==> src/rtl/bus_arb_pkg.sv <==
// Shared types and helpers for the multi-device packet bus arbiter/router.
// The destination ID sits in the top ID_W bits of every packet.
package bus_arb_pkg;

  localparam int ID_W      = 8;
  localparam int PKT_MAX_W = 1024;

  typedef enum logic [1:0] {
    IDLE = 2'd0,
    POP  = 2'd1,
    PUSH = 2'd2
  } state_e;

  typedef enum logic {
    ARB_RR    = 1'b0,
    ARB_FIXED = 1'b1
  } arb_mode_e;

  // Callers zero-extend the packet to PKT_MAX_W and pass its real width.
  function automatic logic [ID_W-1:0] get_dest(input logic [PKT_MAX_W-1:0] pkt,
                                               input int unsigned           pkt_w);
    logic [PKT_MAX_W-1:0] shifted;
    shifted = pkt >> (pkt_w - ID_W);
    return shifted[ID_W-1:0];
  endfunction

endpackage

==> src/rtl/bus_arb_router_rr_arbiter.sv <==
// Combinational arbiter: round-robin from ptr_i+1 or fixed lowest-index priority.
// Zero latency; no state, grant is valid whenever any request is present.
module rr_arbiter
  import bus_arb_pkg::*;
#(
  parameter  int drvrs = 5,
  localparam int IW    = (drvrs > 1) ? $clog2(drvrs) : 1
) (
  input  logic [drvrs-1:0] req_i,
  input  logic [IW-1:0]    ptr_i,
  input  arb_mode_e        mode_i,
  output logic [drvrs-1:0] gnt_o,
  output logic [IW-1:0]    gnt_idx_o,
  output logic             any_req_o
);

  logic          found;
  logic [IW-1:0] cand;

  always_comb begin
    gnt_o     = '0;
    gnt_idx_o = '0;
    found     = 1'b0;
    cand      = '0;
    for (int k = 0; k < drvrs; k++) begin
      if (mode_i == ARB_FIXED) begin
        cand = IW'(k);
      end else begin
        cand = IW'((int'(ptr_i) + 1 + k) % drvrs);
      end
      if (!found && req_i[cand]) begin
        found     = 1'b1;
        gnt_idx_o = cand;
      end
    end
    if (found) begin
      gnt_o[gnt_idx_o] = 1'b1;
    end
  end

  assign any_req_o = |req_i;

endmodule

==> src/rtl/bus_arb_router.sv <==
// Per-bus arbiter/router: IDLE -> POP -> PUSH, one packet every 3 cycles per bus.
// Pop one cycle after pndng is seen, push the cycle after; devices are never stalled.
module bus_arb_router
  import bus_arb_pkg::*;
#(
  parameter int         bits      = 1,
  parameter int         drvrs     = 5,
  parameter int         pckg_sz   = 16,
  parameter logic [7:0] broadcast = 8'h0F,
  parameter int         cnt_w     = 8
) (
  input  logic                                    clk,
  input  logic                                    reset,
  input  logic                                    arb_mode,
  input  logic [bits-1:0][drvrs-1:0]              pndng,
  input  logic [bits-1:0][drvrs-1:0][pckg_sz-1:0] D_pop,
  output logic [bits-1:0][drvrs-1:0]              pop,
  output logic [bits-1:0][drvrs-1:0]              push,
  output logic [bits-1:0][drvrs-1:0][pckg_sz-1:0] D_push,
  output logic [bits-1:0]                         busy,
  output logic [bits-1:0][cnt_w-1:0]              drop_cnt
);

  localparam int IW = (drvrs > 1) ? $clog2(drvrs) : 1;

  for (genvar b = 0; b < bits; b++) begin : g_bus
    state_e             state_q, state_d;
    logic [IW-1:0]      ptr_q, win_q;
    logic [drvrs-1:0]   win_oh_q;
    logic [pckg_sz-1:0] pkt_q;
    logic [cnt_w-1:0]   drop_q;

    logic [drvrs-1:0]   gnt;
    logic [IW-1:0]      gnt_idx;
    logic               any_req;
    logic [ID_W-1:0]    dest;
    logic               dest_bcast, dest_uni;
    logic [drvrs-1:0]   pop_b, push_b;
    logic [pckg_sz-1:0] dat_b;

    rr_arbiter #(.drvrs(drvrs)) u_arb (
      .req_i     (pndng[b]),
      .ptr_i     (ptr_q),
      .mode_i    (arb_mode_e'(arb_mode)),
      .gnt_o     (gnt),
      .gnt_idx_o (gnt_idx),
      .any_req_o (any_req)
    );

    assign dest       = get_dest(PKT_MAX_W'(pkt_q), pckg_sz);
    assign dest_bcast = (dest == broadcast);
    assign dest_uni   = !dest_bcast && ({24'd0, dest} < 32'(drvrs));

    always_comb begin
      state_d = state_q;
      case (state_q)
        IDLE:    if (any_req) state_d = POP;
        POP:     state_d = PUSH;
        PUSH:    state_d = IDLE;
        default: state_d = IDLE;
      endcase
    end

    always_ff @(posedge clk or posedge reset) begin
      if (reset) begin
        state_q  <= IDLE;
        ptr_q    <= IW'(drvrs - 1);
        win_q    <= '0;
        win_oh_q <= '0;
        pkt_q    <= '0;
        drop_q   <= '0;
      end else begin
        state_q <= state_d;
        if (state_q == IDLE && any_req) begin
          ptr_q    <= gnt_idx;
          win_q    <= gnt_idx;
          win_oh_q <= gnt;
        end
        if (state_q == POP) begin
          pkt_q <= D_pop[b][win_q];
        end
        // Invalid destinations are counted, never wrapped.
        if (state_q == PUSH && !dest_bcast && !dest_uni && drop_q != '1) begin
          drop_q <= drop_q + 1'b1;
        end
      end
    end

    always_comb begin
      pop_b  = '0;
      push_b = '0;
      dat_b  = '0;
      if (state_q == POP) begin
        pop_b = win_oh_q;
      end
      if (state_q == PUSH) begin
        dat_b = pkt_q;
        if (dest_bcast) begin
          push_b = ~win_oh_q;
        end else if (dest_uni) begin
          push_b[IW'(dest)] = 1'b1;
        end
      end
    end

    assign pop[b]      = pop_b;
    assign push[b]     = push_b;
    assign D_push[b]   = {drvrs{dat_b}};
    assign busy[b]     = (state_q != IDLE);
    assign drop_cnt[b] = drop_q;
  end

endmodule

==> config.mk <==
export PLATFORM = sky130hd
export DESIGN_NAME = bus_arb_router
export DESIGN_NICKNAME = d
export VERILOG_FILES = /design/src/rtl/bus_arb_pkg.sv /design/src/rtl/bus_arb_router_rr_arbiter.sv /design/src/rtl/bus_arb_router.sv
export SDC_FILE = /design/constraint.sdc
export NUM_CORES = 1
export LEC_CHECK = 0
export ABC_AREA = 1
export CORE_ASPECT_RATIO = 1.75
export CORE_MARGIN = 1.5
export CORE_UTILIZATION = 47
export CTS_CLUSTER_SIZE = 40
export DETAILED_ROUTE_END_ITERATION = 6
export HOLD_SLACK_MARGIN = 0.02
export PLACE_DENSITY = 0.84
export RECOVER_POWER = 25
export REMOVE_ABC_BUFFERS = 1
export SLEW_MARGIN = 20
export SYNTH_ARGS = -nofsm -noshare
export SYNTH_HDL_FRONTEND = slang
export SYNTH_SLANG_ARGS = --single-unit
export TNS_END_PERCENT = 10
==> constraint.sdc <==
create_clock -name clk -period 7.6 [get_ports clk]
set_clock_uncertainty 0.1 [all_clocks]
set_input_delay 1.52 -clock clk [delete_from_list [all_inputs] [get_ports clk]]
set_output_delay 1.52 -clock clk [all_outputs]
set_load 0.01 [all_outputs]
==> impl_metrics.ini <==
[outcome]
status = finished, violations left
violations = capacitance limit, slew limit

[final_layout]
area_delta_synth_final_pct = 30.4
antenna_cells = 0
final_nets = 1082
regArea_um2 = 878
fillCellCount = 982
multi_input_area_um2 = 3420
fin_cells = 1083
drive_above_1_share_pct = 9.99

[drt]
drt_iter0_markers = 360
routedWlPerCell_um = 14.6
dr.pass1.iters = 5
vias_per_cell = 5.43
vias = 5880
drc_errors = 0
drt_wl_total_um = 15800
ant_nets = 0

[power]
power_leakage_nw = 3.43
power_mw = 3.26
cellPowerDensity_nw_per_um2 = 465
irDropWorstVdd_uv = 234

[floorplanning]
chipWidth_um = 83.9
core_area_um2 = 11200
die_h_um = 145
dieArea_um2 = 12100
initial_core_util_pct = 48.2
floorplan.rows = 51
pin_count = 187

[critical_path]
cp_num_buf_inv = 9
endpoint_kind = register
crit_slowest_cell = dfrtp_1
crit_family = simple AND/OR/NAND/NOR gates
r2r_slack_ns = 1.29
cp_max_fo = 25
reg2reg_depth = 37
cp.depth = 37
critPathKind = register to register
cp.arrival_ns = 6.37
worst_path_most_repeated_cell = inv_1
cp_slowest_stage_delay_ns = 0.95
critPathLaunchType = register
r2r-end = g_bus[0].win_oh_q[4]$_DFFE_PP0P_
r2r-start = g_bus[0].ptr_q[1]$_DFFE_PP0P_
crit_required_ns = 7.65

[cts]
cts-root-buf = clkbuf_16
clk_pin_slew_worst_paths_ns = 0.06
holdBufCountCts = 0
cts_num_sinks = 35
cts-buffers-inserted = 5
clk_latency_ns = 0.28
cts_resized = 0
tritoncts = done
cts_max_path_buffers = 2
cts_setup_buffers = 0
htreeDepth = 2

[grt]
grt_pass1_wl_um = 25900
grt_usage_pct = 26.2
grt_max_degree = 48
grt_overflow = 0
grt_pass1_vias = 5464
antenna_found_initial = 0

[synth]
ys_ff_latch = 35
synthFlopType = dfrtp_1
netlist.area_leader.share_pct = 15.8
async_flop_share_pct = 100
synthDistinctLibCells = 44
synthCells = 841
synth_top_area_cell = dfrtp_1
synth.avg_cell_area_um2 = 6.40
ys_seq_area_share_pct = 16.3
synth_area_um2 = 5380
synth_warnings = 0
synth-edff-count = 0
synth_area_leaders = dfrtp_1 16%, ha_1 10%, nand2_1 10%

[place]
post-place-cells = 1075
port_buffers = 186
dp_hpwl_um = 12700
routabilityCongestion = 0.947

[min_path]
worstHoldStart = g_bus[0].state_q[1]$_DFFE_PP0P_
hold_end = g_bus[0].state_q[1]$_DFFE_PP0P_
hold_path.class = register to register
whs_path_depth = 1

[job]
max-cap-violations = 2

[sta]
rsz0062_at_grt = no
fmax_mhz = 158
relSlewSlack_pct = -28.2
worstMarginPinSlew_ns = 1.92
hold_viol = 0
final-setup-viol-count = 0
fin_tns_setup_ns = 0
period_needed_ns = 6.31
drv_slew = 53
min_period_over_period_pct = 83.1
how the worst max path moves through the flow:
stage | startpoint | to | slack (ns)
2_1_floorplan | g_bus[0].ptr_q[0]$_DFFE_PP0P_ | g_bus[0].ptr_q[0]$_DFFE_PP0P_ | 1.54
3_3_place_gp | g_bus[0].ptr_q[1]$_DFFE_PP0P_ | g_bus[0].win_oh_q[1]$_DFFE_PP0P_ | 1.46
3_5_place_dp | g_bus[0].ptr_q[1]$_DFFE_PP0P_ | g_bus[0].win_oh_q[2]$_DFFE_PP0P_ | 1.34
4_1_cts | g_bus[0].ptr_q[1]$_DFFE_PP0P_ | g_bus[0].win_oh_q[2]$_DFFE_PP0P_ | 1.32
5_1_grt | g_bus[0].ptr_q[1]$_DFFE_PP0P_ | g_bus[0].win_oh_q[4]$_DFFE_PP0P_ | 0.72
6_report | g_bus[0].ptr_q[1]$_DFFE_PP0P_ | g_bus[0].win_oh_q[4]$_DFFE_PP0P_ | 1.29
power by group:
part	total [mW]	internal [mW]	switching (mW)
Clock	0.236	0.155	0.0810
Combinational	2.66	1.03	1.63
Sequential	0.360	0.271	0.0894
Total	3.26	1.45	1.81
state kept, by name, indices dropped and copies added (netlist names):
register,flops
g_bus.win_q,1
drop_cnt,8
g_bus.ptr_q,3
g_bus.state_q,2
g_bus.pkt_q,16
g_bus.win_oh_q,5
worst reg2reg max path, delay by kind of cell (launching register included):
family                   cells  cell delay, ns
AND/OR/NAND/NOR             20            2.11
adder cells (fa/ha/maj)      5            1.46
buffers and inverters        9            1.07
flip-flops                   1            0.95
AO/OA/AOI/OAI                2            0.31
XOR/XNOR                     1            0.21
per-stage QoR:
step	setup WS (ns)	util [%]	hold slack, ns	area, µm²
2_1_floorplan	1.54	-	0.325	4790
3_3_place_gp	1.46	61.4	0.335	6850
3_5_place_dp	1.34	61.4	0.346	6850
4_1_cts	1.32	62.9	0.354	7020
5_1_grt	0.722	62.8	0.369	7010
6_report	1.29	62.8	0.350	7010
layout make-up:
cell class	instances	area share, %
Inverter	130	6.98
Multi-Input combinational cell	588	48.8
Tap cell	132	2.36
Clock buffer	5	1.78
Timing Repair Buffer	190	26.9
Sequential cell	35	12.5
Clock inverter	3	0.624
cell families after synthesis:
| family | count (synthesis) | synth area share [%] |
|---|---|---|
| AO/OA/AOI/OAI | 128 | 14.0 |
| XOR/XNOR | 17 | 2.91 |
| flip-flops | 35 | 16.3 |
| adder cells (fa/ha/maj) | 44 | 10.2 |
| multiplexers | 1 | 0.209 |
| buffers and inverters | 218 | 20.1 |
| AND/OR/NAND/NOR | 398 | 36.3 |
routing by layer:
| metal | wire [µm] | track usage (%) |
|---|---|---|
| met1 | 5740 | 25.7 |
| met2 | 8820 | 53.7 |
| met3 | 724 | 2.91 |
| met4 | 555 | 11.6 |
| met5 | 0 | 0 |
cell usage in the layout, fill, tap and decap left out, types with 4 or more instances in the layout:
master | Yosys | routed
nand2_2 | 17 | 17
a21oi_1 | 27 | 27
xnor2_1 | 5 | 5
or2_1 | 5 | 5
o22ai_1 | 20 | 20
ha_1 | 44 | 44
nand3_2 | 17 | 17
nor2_2 | 5 | 5
nor2_1 | 99 | 99
nor3_1 | 8 | 8
clkbuf_16 | 0 | 5
nand4_1 | 22 | 22
xor2_1 | 11 | 11
inv_1 | 105 | 105
clkinv_1 | 5 | 5
nand2_4 | 6 | 6
o21ai_0 | 47 | 47
o21ai_1 | 10 | 10
inv_2 | 19 | 19
a22oi_1 | 16 | 16
dfrtp_1 | 34 | 33
nor2_4 | 4 | 4
nand3_1 | 59 | 59
clkdlybuf4s50_1 | 0 | 184
nand2_1 | 144 | 144
cells in the mapped netlist, types with 4 or more instances:
| cell type | number |
|---|---|
| a21oi_1 | 27 |
| a22oi_1 | 16 |
| buf_4 | 65 |
| clkbuf_1 | 19 |
| clkinv_1 | 5 |
| dfrtp_1 | 34 |
| ha_1 | 44 |
| inv_1 | 105 |
| inv_2 | 19 |
| nand2_1 | 144 |
| nand2_2 | 17 |
| nand2_4 | 6 |
| nand3_1 | 59 |
| nand3_2 | 17 |
| nand4_1 | 22 |
| nor2_1 | 99 |
| nor2_2 | 5 |
| nor2_4 | 4 |
| nor3_1 | 8 |
| o21ai_0 | 47 |
| o21ai_1 | 10 |
| o22ai_1 | 20 |
| or2_1 | 5 |
| xnor2_1 | 5 |
| xor2_1 | 11 |
No activity file was read; power rests on OpenSTA's default activity.
